==> src/rtl/branch_resolve_unit.sv <==
// Resolves MIPS conditional branches and links, and registers the outcome one cycle later.
// Keeps a direct-mapped BHT of 2-bit saturating counters and branch/mispredict statistics.
module branch_resolve_unit #(
  parameter int WIDTH     = 32,
  parameter int PC_WIDTH  = 32,
  parameter int BHT_DEPTH = 16,
  parameter int CNT_WIDTH = 16
) (
  input  logic                 clk,
  input  logic                 reset,
  input  logic [PC_WIDTH-1:0]  lookup_pc,
  output logic                 pred_taken,
  input  logic                 in_valid,
  input  logic [3:0]           op,
  input  logic [WIDTH-1:0]     a,
  input  logic [WIDTH-1:0]     b,
  input  logic [PC_WIDTH-1:0]  pc,
  input  logic                 in_pred,
  input  logic                 flush,
  output logic                 res_valid,
  output logic                 res_taken,
  output logic                 res_link,
  output logic                 res_mispredict,
  output logic [CNT_WIDTH-1:0] branch_count,
  output logic [CNT_WIDTH-1:0] mispredict_count
);

  localparam int IDX = $clog2(BHT_DEPTH);

  typedef enum logic [3:0] {
    OP_NONE   = 4'b0000,
    OP_BNE    = 4'b0001,
    OP_BLEZ   = 4'b0010,
    OP_BGTZ   = 4'b0011,
    OP_BLTZ   = 4'b0100,
    OP_BGEZ   = 4'b0101,
    OP_BEQ    = 4'b0111,
    OP_J      = 4'b1000,
    OP_BLTZAL = 4'b1100,
    OP_BGEZAL = 4'b1101
  } op_e;

  logic [1:0]     bht [BHT_DEPTH];
  logic [IDX-1:0] upd_idx;
  logic [IDX-1:0] lk_idx;
  logic           a_neg;
  logic           a_zero;
  logic           a_eq_b;
  logic           taken;
  logic           cond;
  logic           is_j;
  logic           link;
  logic           mispredict;
  logic           acc;
  logic           unused_pc_bits;

  assign upd_idx = pc[IDX+1:2];
  assign lk_idx  = lookup_pc[IDX+1:2];
  assign unused_pc_bits = ^{pc[PC_WIDTH-1:IDX+2], pc[1:0],
                            lookup_pc[PC_WIDTH-1:IDX+2], lookup_pc[1:0]};

  // Read port sees the pre-update value when lookup and update hit the same entry.
  assign pred_taken = bht[lk_idx][1];

  assign a_neg  = a[WIDTH-1];
  assign a_zero = (a == '0);
  assign a_eq_b = (a == b);

  always_comb begin
    taken = 1'b0;
    cond  = 1'b0;
    is_j  = 1'b0;
    case (op)
      OP_BNE:    begin cond = 1'b1; taken = ~a_eq_b;           end
      OP_BLEZ:   begin cond = 1'b1; taken = a_neg | a_zero;    end
      OP_BGTZ:   begin cond = 1'b1; taken = ~a_neg & ~a_zero;  end
      OP_BLTZ:   begin cond = 1'b1; taken = a_neg;             end
      OP_BGEZ:   begin cond = 1'b1; taken = ~a_neg;            end
      OP_BEQ:    begin cond = 1'b1; taken = a_eq_b;            end
      OP_J:      begin is_j = 1'b1; taken = 1'b1;              end
      OP_BLTZAL: begin cond = 1'b1; taken = a_neg;             end
      OP_BGEZAL: begin cond = 1'b1; taken = ~a_neg;            end
      default:   begin taken = 1'b0;                           end
    endcase
  end

  assign link       = (op == OP_BLTZAL) | (op == OP_BGEZAL);
  assign mispredict = (cond | is_j) & (in_pred != taken);
  assign acc        = in_valid & ~flush & ~reset;

  always_ff @(posedge clk) begin
    if (reset) begin
      res_valid        <= 1'b0;
      res_taken        <= 1'b0;
      res_link         <= 1'b0;
      res_mispredict   <= 1'b0;
      branch_count     <= '0;
      mispredict_count <= '0;
      for (int unsigned i = 0; i < BHT_DEPTH; i++) begin
        bht[i] <= 2'b01;
      end
    end else begin
      res_valid      <= acc;
      res_taken      <= acc & taken;
      res_link       <= acc & link;
      res_mispredict <= acc & mispredict;
      if (acc && cond) begin
        branch_count <= branch_count + CNT_WIDTH'(1);
        if (taken && bht[upd_idx] != 2'b11) begin
          bht[upd_idx] <= bht[upd_idx] + 2'd1;
        end else if (!taken && bht[upd_idx] != 2'b00) begin
          bht[upd_idx] <= bht[upd_idx] - 2'd1;
        end
      end
      if (acc && mispredict) begin
        mispredict_count <= mispredict_count + CNT_WIDTH'(1);
      end
    end
  end

endmodule

==> config.mk <==
export PLATFORM = sky130hd
export DESIGN_NAME = branch_resolve_unit
export DESIGN_NICKNAME = d
export VERILOG_FILES = /design/src/rtl/branch_resolve_unit.sv
export SDC_FILE = /design/constraint.sdc
export NUM_CORES = 1
export LEC_CHECK = 0
export CELL_PAD_IN_SITES_DETAIL_PLACEMENT = 1
export CELL_PAD_IN_SITES_GLOBAL_PLACEMENT = 2
export CORE_AREA = 4 4 137 139
export CTS_BUF_LIST = sky130_fd_sc_hd__clkbuf_8
export CTS_CLUSTER_DIAMETER = 50
export DETAILED_ROUTE_END_ITERATION = 6
export DIE_AREA = 0 0 141 143
export PLACE_DENSITY = 0.79
export REMOVE_ABC_BUFFERS = 1
export SLEW_MARGIN = 20
export SYNTH_ARGS = -nofsm -noshare
export SYNTH_HDL_FRONTEND = slang
export SYNTH_SLANG_ARGS = --single-unit
==> constraint.sdc <==
create_clock -name clk -period 2.64 [get_ports clk]
set_input_delay 0.396 -clock clk [delete_from_list [all_inputs] [get_ports clk]]
set_output_delay 0.396 -clock clk [all_outputs]
set_load 0.02 [all_outputs]
## Yosys cells after proc, flatten, opt, wreduce, memory -nomap -nowiden

Memory sizes are Yosys's and may differ from the RTL's.
Index checks and enable logic that the tools add are counted.

- Eq/ne operators: 12
- Add/sub/neg operators: 4
- Bitwise gates (word level): 16
- Reductions and logical operators: 11
- Multiplexer cells: 18

Operators by type and width:

| kind | number |
|---|---|
| 16-bit by 1-bit adder with 16-bit output (second input constant) | 2 |
| 32-bit == test | 1 |
| 32-bit logical NOT | 1 |
| 1-bit two-way mux | 14 |
| 4-bit by 3-bit == test with 1-bit output (second input constant) | 3 |
| 4-bit == test (second input constant) | 3 |
| 4-bit by 2-bit == test with 1-bit output (second input constant) | 2 |
| 8-bit OR reduction | 1 |
| 1-bit bitwise AND | 7 |
| 1-bit case mux with 7 select lines | 1 |
| 2-bit OR reduction | 3 |
| 1-bit NOT | 5 |
| 4-bit by 1-bit == test with 1-bit output (second input constant) | 1 |
| 1-bit logical AND | 4 |
| 2-bit two-way mux | 2 |
| 4-bit two-way mux | 1 |
| 1-bit bitwise OR | 4 |
| 2-bit by 1-bit adder with 2-bit output (second input constant) | 1 |
| 2-bit != test (second input constant) | 1 |
| 2-bit nonzero test | 1 |
| 2-bit by 1-bit subtractor with 2-bit output (second input constant) | 1 |
| 1-bit logical NOT | 1 |
| 1-bit != test | 1 |

- Memories kept: 1
- Register bits: 36
- RAM bits: 32
- Logic and storage cells: 68

Memories:

| memory | depth | bits a word | rd ports | clocked after Yosys merged registers in | wr ports | line | RTL |
|---|---|---|---|---|---|---|---|
| bht | 16 | 2 | 2 | 0 | 16 | 43 | `logic [1:0] bht [BHT_DEPTH];` |

## Longest topological paths before layout

Gate-level depths: netlist of the first run.

- Depth after elaboration: 14
- Depth in mapped cells: 10
- Gate-level depth less buffers: 8

## Worst setup path after synthesis of the first run

OpenSTA, ideal clock, no wires.

- Path type: input -> register
- From: in pc[2]
- To: mem bht[1][0], enable pin
- Path slack: -31 ps
- Stages on the path: 8
- Buffers on the path: 2
- Arrival time: 2374 ps
- Path through: buf_2 -> mux4_2 -> mux4_2 -> and2_1 -> mux2i_4 -> buf_4 -> nand2_1 -> nand2_1

RTL lines:

| what | line | RTL |
|---|---|---|
| start: declaration | 17 | `input logic [PC_WIDTH-1:0] pc,` |
| end: declaration | 43 |  |

## Final worst setup path of the first run

- From: in lookup_pc[2]
- To: out pred_taken

- Word-level cells in the longest chain between the ends: 1

RTL lines:

| what | line | RTL |
|---|---|---|
| start: declaration | 11 | `input logic [PC_WIDTH-1:0] lookup_pc,` |
| memory 16 x 2 bit | n/a |  |
| end: declaration | 12 | `output logic pred_taken,` |

Every way passes these cells.

==> impl_metrics.env, run 1 <==
export IMPL_outcome="finished clean"
export IMPL_clk_root_buffer_cell="clkbuf_8"
export IMPL_hold_ws_ps=521
export IMPL_via_count=3911
export IMPL_first_global_vias=4310
export IMPL_ys_types=50
export IMPL_tightest_slew_ps=490
export IMPL_avgRoutedWirePerCell_um=17.8
export IMPL_fin_nets=722
export IMPL_drtPass1Iterations=4
export IMPL_syn_area_um2=3990
export IMPL_worstRegToRegCells=7
export IMPL_end_kind="output pin"
export IMPL_grt_max_degree=31
export IMPL_synth_compound_area_share_pct=8.15
export IMPL_fin_setup_tns_ps=0
export IMPL_max_cap_violations=0
export IMPL_startpoint_type="input pin"
export IMPL_cts_tree="built"
export IMPL_core_area_um2=17700
export IMPL_post_place_ws_ps=-859
export IMPL_min_to="branch_count[1]"
export IMPL_slew_headroom_pct=67.3
export IMPL_p_leak_nw=2.26
export IMPL_rrSetupSlack_ps=210
export IMPL_final_util_pct=35.6
export IMPL_die_height_um=143
export IMPL_drc=0
export IMPL_worst_r2r_endpoint="bht[5][1]"
export IMPL_grt_overflow=0
export IMPL_worst_path_max_fanout=4
export IMPL_fmax_mhz=390
export IMPL_hp_class="reg2reg"
export IMPL_area_delta_synth_final_pct=57.4
export IMPL_fin_ws_ps=77.5
export IMPL_syn_inst=409
export IMPL_placed_cell_area_um2=5830
export IMPL_gp_congestion=0.900
export IMPL_synth_xor_area_share_pct=9.87
export IMPL_clk_latency_ps=350
export IMPL_synth_seq_cells=68
export IMPL_synth_top_family_by_area="simple AND/OR/NAND/NOR gates"
export IMPL_holdPathStages=2
export IMPL_cts_max_level=3
export IMPL_ioPinCount=174
export IMPL_layout_commonest_cell="nand2_1"
export IMPL_yosys_most_used_dff="dfxtp_1"
export IMPL_hpwl_um=11100
export IMPL_grt_pass1_wl_um=23300
export IMPL_fp_dieArea_um2=20200
export IMPL_grt_use_total_pct=14.5
export IMPL_fin_area_um2=6290
export IMPL_postCtsHoldBufs=0
export IMPL_yosysWarnings=0
export IMPL_cts_buffers=9
export IMPL_die_x_um=141
export IMPL_final_period_utilization_pct=97.1
export IMPL_finalMaxSlewViolations=0
export IMPL_synth_area_mux_share_pct=10.1
export IMPL_synth_edf_count=32
export IMPL_powerDensity_nw_per_um2=377
export IMPL_synthArstFlopShare_pct=0
export IMPL_clock_skew_ps=13.7
export IMPL_synthAdderAreaFrac_pct=0.627
export IMPL_cts_sinks=68
export IMPL_timing_rr_start="bht[15][0]"
export IMPL_syn_avg_cell_area_um2=9.76
export IMPL_initial_core_util_pct=22.6
export IMPL_antenna_found_initial=0
export IMPL_via_per_inst=4.78
export IMPL_synth_simple_gate_area_share_pct=26.1
export IMPL_setup_viol=0
export IMPL_drive_gt1_share_pct=30.1
export IMPL_crit_type="in2out"
export IMPL_port_buffers=117
export IMPL_final_cell_mix="nand2_1, buf_4, clkdlybuf4s50_1"
export IMPL_finalHoldViolations=0
export IMPL_crit_required_ps=2240
export IMPL_yosysSeqAreaShare_pct=42.1
export IMPL_clkTransAtPathRegs_ps=80
export IMPL_rows=49
export IMPL_min_from="branch_count[1]"
export IMPL_clock_path_buffers=2
export IMPL_worst_ir_drop_vdd_v=0.000171
export IMPL_cp_arrival_ps=2170
export IMPL_drt_iter0_markers=110
export IMPL_routed_wl_um=14600
export IMPL_min_period_ps=2560
export IMPL_drtAntennaViolNets=0
==> power by group <==
part | switching [W] | total [W] | internal, W
clock | 0.000419 | 0.000748 | 0.000329
sequential | 0.00000825 | 0.00112 | 0.00111
combinational | 0.000249 | 0.000502 | 0.000253
total | 0.000676 | 0.00237 | 0.00169
==> worst max-delay path, cell delays in order <==
cell             delay, ps
clkdlybuf4s50_1        450
buf_4                  140
mux4_2                 530
mux4_2                 470
buf_2                  170
==> area by class of cell <==
| cell class | count | area [um2] |
|---|---|---|
| Clock buffer | 9 | 124 |
| Timing Repair Buffer | 179 | 1590 |
| Clock inverter | 7 | 36.3 |
| Antenna cell | 1 | 2.50 |
| Fill cell | 2024 | 11400 |
| Tap cell | 229 | 287 |
| Sequential cell | 68 | 1680 |
| Multi-Input combinational cell | 315 | 2530 |
| Inverter | 10 | 37.5 |
==> metal layers <==
layer / vias up / global-route usage (%) / share of wire (%)
met5: - / 0 / 0
met4: 0 / 4.13 / 1.6
met3: 21 / 3.18 / 4.6
met2: 118 / 26.2 / 51
met1: 1921 / 17.4 / 43
li1: 1851 / - / -
==> logic make-up (layout without fill, tap and decap cells) <==
kind of cell | count (synthesis) | count (layout)
flops | 68 | 68
xor+xnor | 45 | 45
compound gates | 44 | 44
buf+inv | 26 | 205
mux | 20 | 20
fa+ha+maj | 2 | 2
other cells | 0 | 1
simple gates | 204 | 204
==> synthesized netlist by cell type, drive strengths merged (5+ instances only) <==
cell type  number  area, um2
clkbuf         10       37.5
dfxtp          36        721
nand3          18       90.1
nor3           17       90.1
o31ai           7       66.3
nand4          16        100
nand2          60        225
nor2           36        135
nor4           20        138
buf             6       45.0
a21oi          11       55.1
and3            5       31.3
mux4           15        338
or3             7       48.8
edfxtp         32        961
o21ai           9       48.8
xor2           41        359
nor2b           8       50.1
or4             7       52.6
inv            10       37.5
==> worst max-delay path by stage <==
stage | slack [ps] | from | endpoint | cells past startpoint
2_1_floorplan | -30 | a[24] | bht[12][0] | 7
3_3_place_gp | -830 | a[31] | mispredict_count[11] | 10
3_5_place_dp | -860 | a[31] | mispredict_count[11] | 10
4_1_cts | 2 | a[28] | mispredict_count[11] | 10
5_1_grt | -5 | a[26] | mispredict_count[0] | 12
6_report | 80 | lookup_pc[2] | pred_taken | 5
==> metrics by stage <==
stage          power (W)  std cells
3_5_place_dp     0.00161        794
2_1_floorplan    0.00130        393
5_1_grt          0.00248        817
4_1_cts          0.00236        816
3_3_place_gp     0.00160        794
6_report         0.00237        818
==> flip-flops by register name, summed over array words and instances (netlist names) <==
| register | count |
|---|---|
| bht | 32 |
| branch_count | 16 |
| mispredict_count | 16 |
| res_link | 1 |
| res_mispredict | 1 |
| res_taken | 1 |
| res_valid | 1 |
==> repair_timing <==
item                       4_1_cts  5_1_grt
pin swaps                       40       42
resized for setup              145       88
setup endpoints to repair       81       69
buffers inserted                 9        2
cloned                           1        1
(Power assumes the default switching activity.)
==> inputs of run 2 (changes only) <==
--- a/config.mk
+++ b/config.mk
@@ -13,6 +13,7 @@
 export DETAILED_ROUTE_END_ITERATION = 6
 export DIE_AREA = 0 0 141 143
 export PLACE_DENSITY = 0.79
+export RECOVER_POWER = 50
 export REMOVE_ABC_BUFFERS = 1
 export SLEW_MARGIN = 20
 export SYNTH_ARGS = -nofsm -noshare
==> impl_metrics.env, run 2 (synthesis gave the netlist of run 1 again) <==
export IMPL_final_period_utilization_pct=97.0
export IMPL_reg_top3="bht x32, branch_count x16, mispredict_count x16"
export IMPL_fp_dieArea_um2=20200
export IMPL_core_area_um2=17700
export IMPL_via_count=3909
export IMPL_powerDensity_nw_per_um2=377
export IMPL_crit_required_ps=2240
export IMPL_postCtsHoldBufs=0
export IMPL_intPower_w=0.00169
export IMPL_hold_ws_ps=517
export IMPL_outcome="finished clean"
export IMPL_final_util_pct=35.6
export IMPL_fmax_mhz=390
export IMPL_min_period_ps=2560
export IMPL_startpoint_type="input pin"
export IMPL_cts_max_level=3
export IMPL_grt_pass1_wl_um=23300
export IMPL_p_clk_share_pct=31.6
export IMPL_drtPass1Iterations=4
export IMPL_grt_use_total_pct=14.5
export IMPL_final_cell_mix="nand2_1, buf_4, nor2_1, dfxtp_1, dlygate4sd3_1"
export IMPL_clock_path_buffers=2
export IMPL_via_per_inst=4.78
export IMPL_ioPinCount=174
export IMPL_initial_core_util_pct=22.6
export IMPL_slew_headroom_pct=67.8
export IMPL_cts_buffers=9
export IMPL_drc=0
export IMPL_clk_root_buffer_cell="clkbuf_8"
export IMPL_die_x_um=141
export IMPL_fin_nets=722
export IMPL_p_comb_share_pct=21.1
export IMPL_drtAntennaViolNets=0
export IMPL_cp_arrival_ps=2170
export IMPL_setup_viol=0
export IMPL_routed_wl_um=14600
export IMPL_cp_startpoint="lookup_pc[2]"
export IMPL_layout_commonest_cell="nand2_1"
export IMPL_grt_max_degree=31
export IMPL_rows=49
export IMPL_finalHoldViolations=0
export IMPL_crit_type="in2out"
export IMPL_tightest_slew_ps=483
export IMPL_seqPwrFrac_pct=47.3
export IMPL_grt_overflow=0
export IMPL_min_from="branch_count[1]"
export IMPL_p_leak_nw=2.37
export IMPL_end_kind="output pin"
export IMPL_antenna_found_initial=0
export IMPL_max_cap_violations=0
export IMPL_worst_path_max_fanout=4
export IMPL_cts_tree="built"
export IMPL_clk_latency_ps=350
export IMPL_hpwl_um=11100
export IMPL_drt_iter0_markers=110
export IMPL_die_height_um=143
export IMPL_seqCellArea_um2=1680
export IMPL_finalMaxSlewViolations=0
export IMPL_timing_rr_start="bht[15][0]"
export IMPL_largest_register="bht"
export IMPL_area_delta_synth_final_pct=57.3
export IMPL_clkTransAtPathRegs_ps=80
export IMPL_largest_reg_flops=32
export IMPL_worst_ir_drop_vdd_v=0.000171
export IMPL_clock_skew_ps=13.9
export IMPL_cts_sinks=68
export IMPL_port_buffers=117
export IMPL_gp_congestion=0.900
export IMPL_switching_power_w=0.000677
export IMPL_nFillCells=2024
export IMPL_p_sw_share_pct=28.6
export IMPL_first_global_vias=4310
export IMPL_drive_gt1_share_pct=29.9
export IMPL_avgRoutedWirePerCell_um=17.8
export IMPL_hp_class="reg2reg"
export IMPL_multi_input_area_um2=2530
[run 2: repair_timing]
action / CTS / global route
setup endpoints to repair: 81 / 69
cloned: 1 / 1
gates resized for setup: 145 / 88
pin swaps: 40 / 42
buffers inserted: 9 / 2
[run 2: stage by stage]
step | power (W) | std cells | area [um2] | worst slack, ps | setup TNS, ps
floorplan | 0.00130 | 393 | 3910 | -29.0 | -84.3
global placement | 0.00160 | 794 | 5830 | -830 | -57860
detailed placement | 0.00161 | 794 | 5830 | -859 | -57740
CTS | 0.00236 | 816 | 6210 | 1.63 | 0
global route | 0.00248 | 817 | 6280 | -5.36 | -6.56
finish | 0.00237 | 818 | 6280 | 77.9 | 0
[run 2: path summary, 6_finish.rpt]
path                                         to  slack, ps  cells past startpoint
worst min register to register  branch_count[1]        520                      2
worst max register to register        bht[5][1]        210                      7
worst min-delay path            branch_count[1]        520                      2
worst max-delay path                 pred_taken         80                      5
[run 2: area by class of cell]
cell class / count / share of cell area [%]
multi-input combinational: 315 / 40.3
sequential: 68 / 26.8
timing repair buffer: 179 / 25.2
tap: 229 / 4.56
clock buffer: 9 / 1.97
inverter: 10 / 0.597
clock inverter: 7 / 0.578
antenna: 1 / 0.0398
[run 2: power groups by stage]
stage                     Combinational [W]  Sequential (W)  Clock, W
after global placement             0.000454         0.00114         0
after CTS                          0.000474         0.00112  0.000765
final                              0.000500         0.00112  0.000748
after floorplan                    0.000154         0.00114         0
after detailed placement           0.000462         0.00114         0
after global routing               0.000536         0.00112  0.000818
[run 2: critical path: stages]
cell and delay, ps:
clkdlybuf4s50_1 450, buf_4 140, mux4_2 530, mux4_2 470
buf_2 170
[run 2: per-layer routing]
metal	up-vias	global-route usage, %	wire length (um)
met5	-	0	0
met4	0	4.13	253
met3	21	3.18	659
met2	118	26.2	7440
met1	1922	17.4	6200
li1	1848	-	-
==> inputs of run 3 (changes only) <==
--- a/config.mk
+++ b/config.mk
@@ -5,13 +5,11 @@
 export SDC_FILE = /design/constraint.sdc
 export NUM_CORES = 1
 export LEC_CHECK = 0
-export CELL_PAD_IN_SITES_DETAIL_PLACEMENT = 1
-export CELL_PAD_IN_SITES_GLOBAL_PLACEMENT = 2
-export CORE_AREA = 4 4 137 139
+export CORE_AREA = 2 2 103 105
 export CTS_BUF_LIST = sky130_fd_sc_hd__clkbuf_8
 export CTS_CLUSTER_DIAMETER = 50
 export DETAILED_ROUTE_END_ITERATION = 6
-export DIE_AREA = 0 0 141 143
+export DIE_AREA = 0 0 105 107
 export PLACE_DENSITY = 0.79
 export RECOVER_POWER = 50
 export REMOVE_ABC_BUFFERS = 1
==> impl_metrics.env, run 3 (synthesis gave the netlist of run 1 again) <==
export IMPL_outcome="finished clean"
export IMPL_rsz0062_at_grt="true"
export IMPL_slowest_delay_ps=550
export IMPL_via_per_inst=5.32
export IMPL_grt_pass1_wl_um=18400
export IMPL_seqPwrFrac_pct=48.5
export IMPL_drc=0
export IMPL_cp_startpoint="lookup_pc[2]"
export IMPL_worst_ir_drop_vdd_v=0.000259
export IMPL_p_leak_nw=2.31
export IMPL_tightest_slew_ps=751
export IMPL_antenna_cells=0
export IMPL_crit_slowest_cell="mux4_2"
export IMPL_intPower_w=0.00168
export IMPL_drive_gt1_share_pct=23.5
export IMPL_cp_common_cell="mux4_2"
export IMPL_clock_path_buffers=2
export IMPL_powerDensity_nw_per_um2=385
export IMPL_antenna_found_initial=0
export IMPL_clock_skew_ps=7.88
export IMPL_crit_cells=5
export IMPL_slew_headroom_pct=49.9
export IMPL_die_height_um=107
export IMPL_p_comb_share_pct=18.7
export IMPL_grt_max_degree=31
export IMPL_drtPass1Iterations=4
export IMPL_cp_top_family="multiplexers"
export IMPL_rrSetupSlack_ps=230
export IMPL_worst_r2r_endpoint="bht[8][0]"
export IMPL_crit_required_ps=2240
export IMPL_rows=37
export IMPL_gp_congestion=0.843
export IMPL_final_period_utilization_pct=98.5
export IMPL_fin_ws_ps=40.2
export IMPL_placed_cells=696
export IMPL_port_buffers=117
export IMPL_hp_class="reg2reg"
export IMPL_finalMaxSlewViolations=0
export IMPL_ioPinCount=174
export IMPL_first_global_vias=3962
export IMPL_fin_cells=720
export IMPL_cts_max_level=3
export IMPL_avgRoutedWirePerCell_um=16.0
export IMPL_fin_nets=718
export IMPL_path_cells="clkdlybuf4s50_1, buf_6, mux4_2, mux4_2, buf_2"
export IMPL_timing_rr_start="bht[6][0]"
export IMPL_switching_power_w=0.000628
export IMPL_crit_type="in2out"
export IMPL_final_cell_mix="nand2_1, buf_4, xor2_1"
export IMPL_min_period_ps=2600
export IMPL_layout_commonest_cell="nand2_1"
export IMPL_p_sw_share_pct=27.2
export IMPL_largest_register="bht"
export IMPL_reg_top3="bht x32, branch_count x16, mispredict_count x16"
export IMPL_fmax_mhz=385
export IMPL_worstRegToRegCells=7
export IMPL_cp_endpoint="pred_taken"
export IMPL_max_cap_violations=0
export IMPL_initial_core_util_pct=39.6
export IMPL_fp_dieArea_um2=11200
export IMPL_drt_iter0_markers=166
export IMPL_area_delta_synth_final_pct=50.3
export IMPL_hpwl_um=8800
export IMPL_cts_buffers=9
export IMPL_die_x_um=105
export IMPL_cp_arrival_ps=2200
export IMPL_clk_latency_ps=350
export IMPL_placed_cell_area_um2=5660
export IMPL_clkTransAtPathRegs_ps=80
export IMPL_clk_root_buffer_cell="clkbuf_8"
export IMPL_grt_use_total_pct=20.8
export IMPL_finalHoldViolations=0
export IMPL_fin_area_um2=6000
export IMPL_grt_overflow=0
export IMPL_largest_reg_flops=32
export IMPL_cts_sinks=68
export IMPL_end_kind="output pin"
export IMPL_setup_viol=0
export IMPL_startpoint_type="input pin"
export IMPL_core_area_um2=10100
export IMPL_via_count=3828
export IMPL_cts_tree="built"
export IMPL_worst_path_max_fanout=4
export IMPL_p_clk_share_pct=32.8
export IMPL_drtAntennaViolNets=0
export IMPL_critPathBufInv=3
export IMPL_post_place_ws_ps=-720
export IMPL_routed_wl_um=11500
-- run 3: power groups by stage --
stage	logic, W	registers (W)	clock network (W)
floorplan	0.000154	0.00114	0
global placement	0.000424	0.00114	0
detailed placement	0.000433	0.00114	0
CTS	0.000427	0.00112	0.000784
global route	0.000462	0.00112	0.000825
finish	0.000431	0.00112	0.000757
-- run 3: routing by layer --
metal	GRT usage, %	routed length [um]	vias up
li1	-	-	1860
met1	21.6	4360	1793
met2	38.2	5900	154
met3	7.11	1020	21
met4	9.14	274	0
met5	0	0	-
-- run 3: worst min-delay path by stage --
stage                     cells past startpoint               end       startpoint
after floorplan                               1  branch_count[10]            reset
after global placement                        2   branch_count[7]  branch_count[7]
after detailed placement                      2   branch_count[7]  branch_count[7]
after CTS                                     2   branch_count[7]  branch_count[7]
after global routing                          2   branch_count[1]  branch_count[1]
final                                         2   branch_count[7]  branch_count[7]
-- run 3: timing repair --
item | 4_1_cts | 5_1_grt
hold buffers | 0 | 0
gates cloned | 3 | 0
setup endpoints to repair | 82 | 65
gates resized for setup | 107 | 55
buffers inserted | 6 | 0
hold endpoints to repair | 0 | 0
pin swaps | 33 | 30
-- run 3: layout make-up --
| cell class | instances | area, um2 |
|---|---|---|
| Clock inverter | 7 | 52.6 |
| Tap cell | 136 | 170 |
| Sequential cell | 68 | 1680 |
| Inverter | 10 | 37.5 |
| Timing Repair Buffer | 175 | 1590 |
| Clock buffer | 9 | 124 |
| Multi-Input combinational cell | 315 | 2340 |
| Fill cell | 872 | 4090 |
-- run 3: per-stage QoR --
stage | power (W) | util [%] | hold slack [ps] | TNS, ps
floorplan | 0.00130 | - | 465 | -84.3
CTS | 0.00233 | 59.3 | 512 | 0
detailed placement | 0.00158 | 56.1 | 496 | -44490
finish | 0.00231 | 59.5 | 506 | 0
global route | 0.00241 | 59.5 | 534 | -46.9
global placement | 0.00157 | 56.1 | 484 | -40000
-- run 3: worst register-to-register path, stage by stage, from the launching register on --
cell	delay (ps)
edfxtp_1	410
mux4_2	490
mux4_2	490
and2_4	190
mux2i_4	190
buf_6	160
nand3_1	70
nand2_1	110
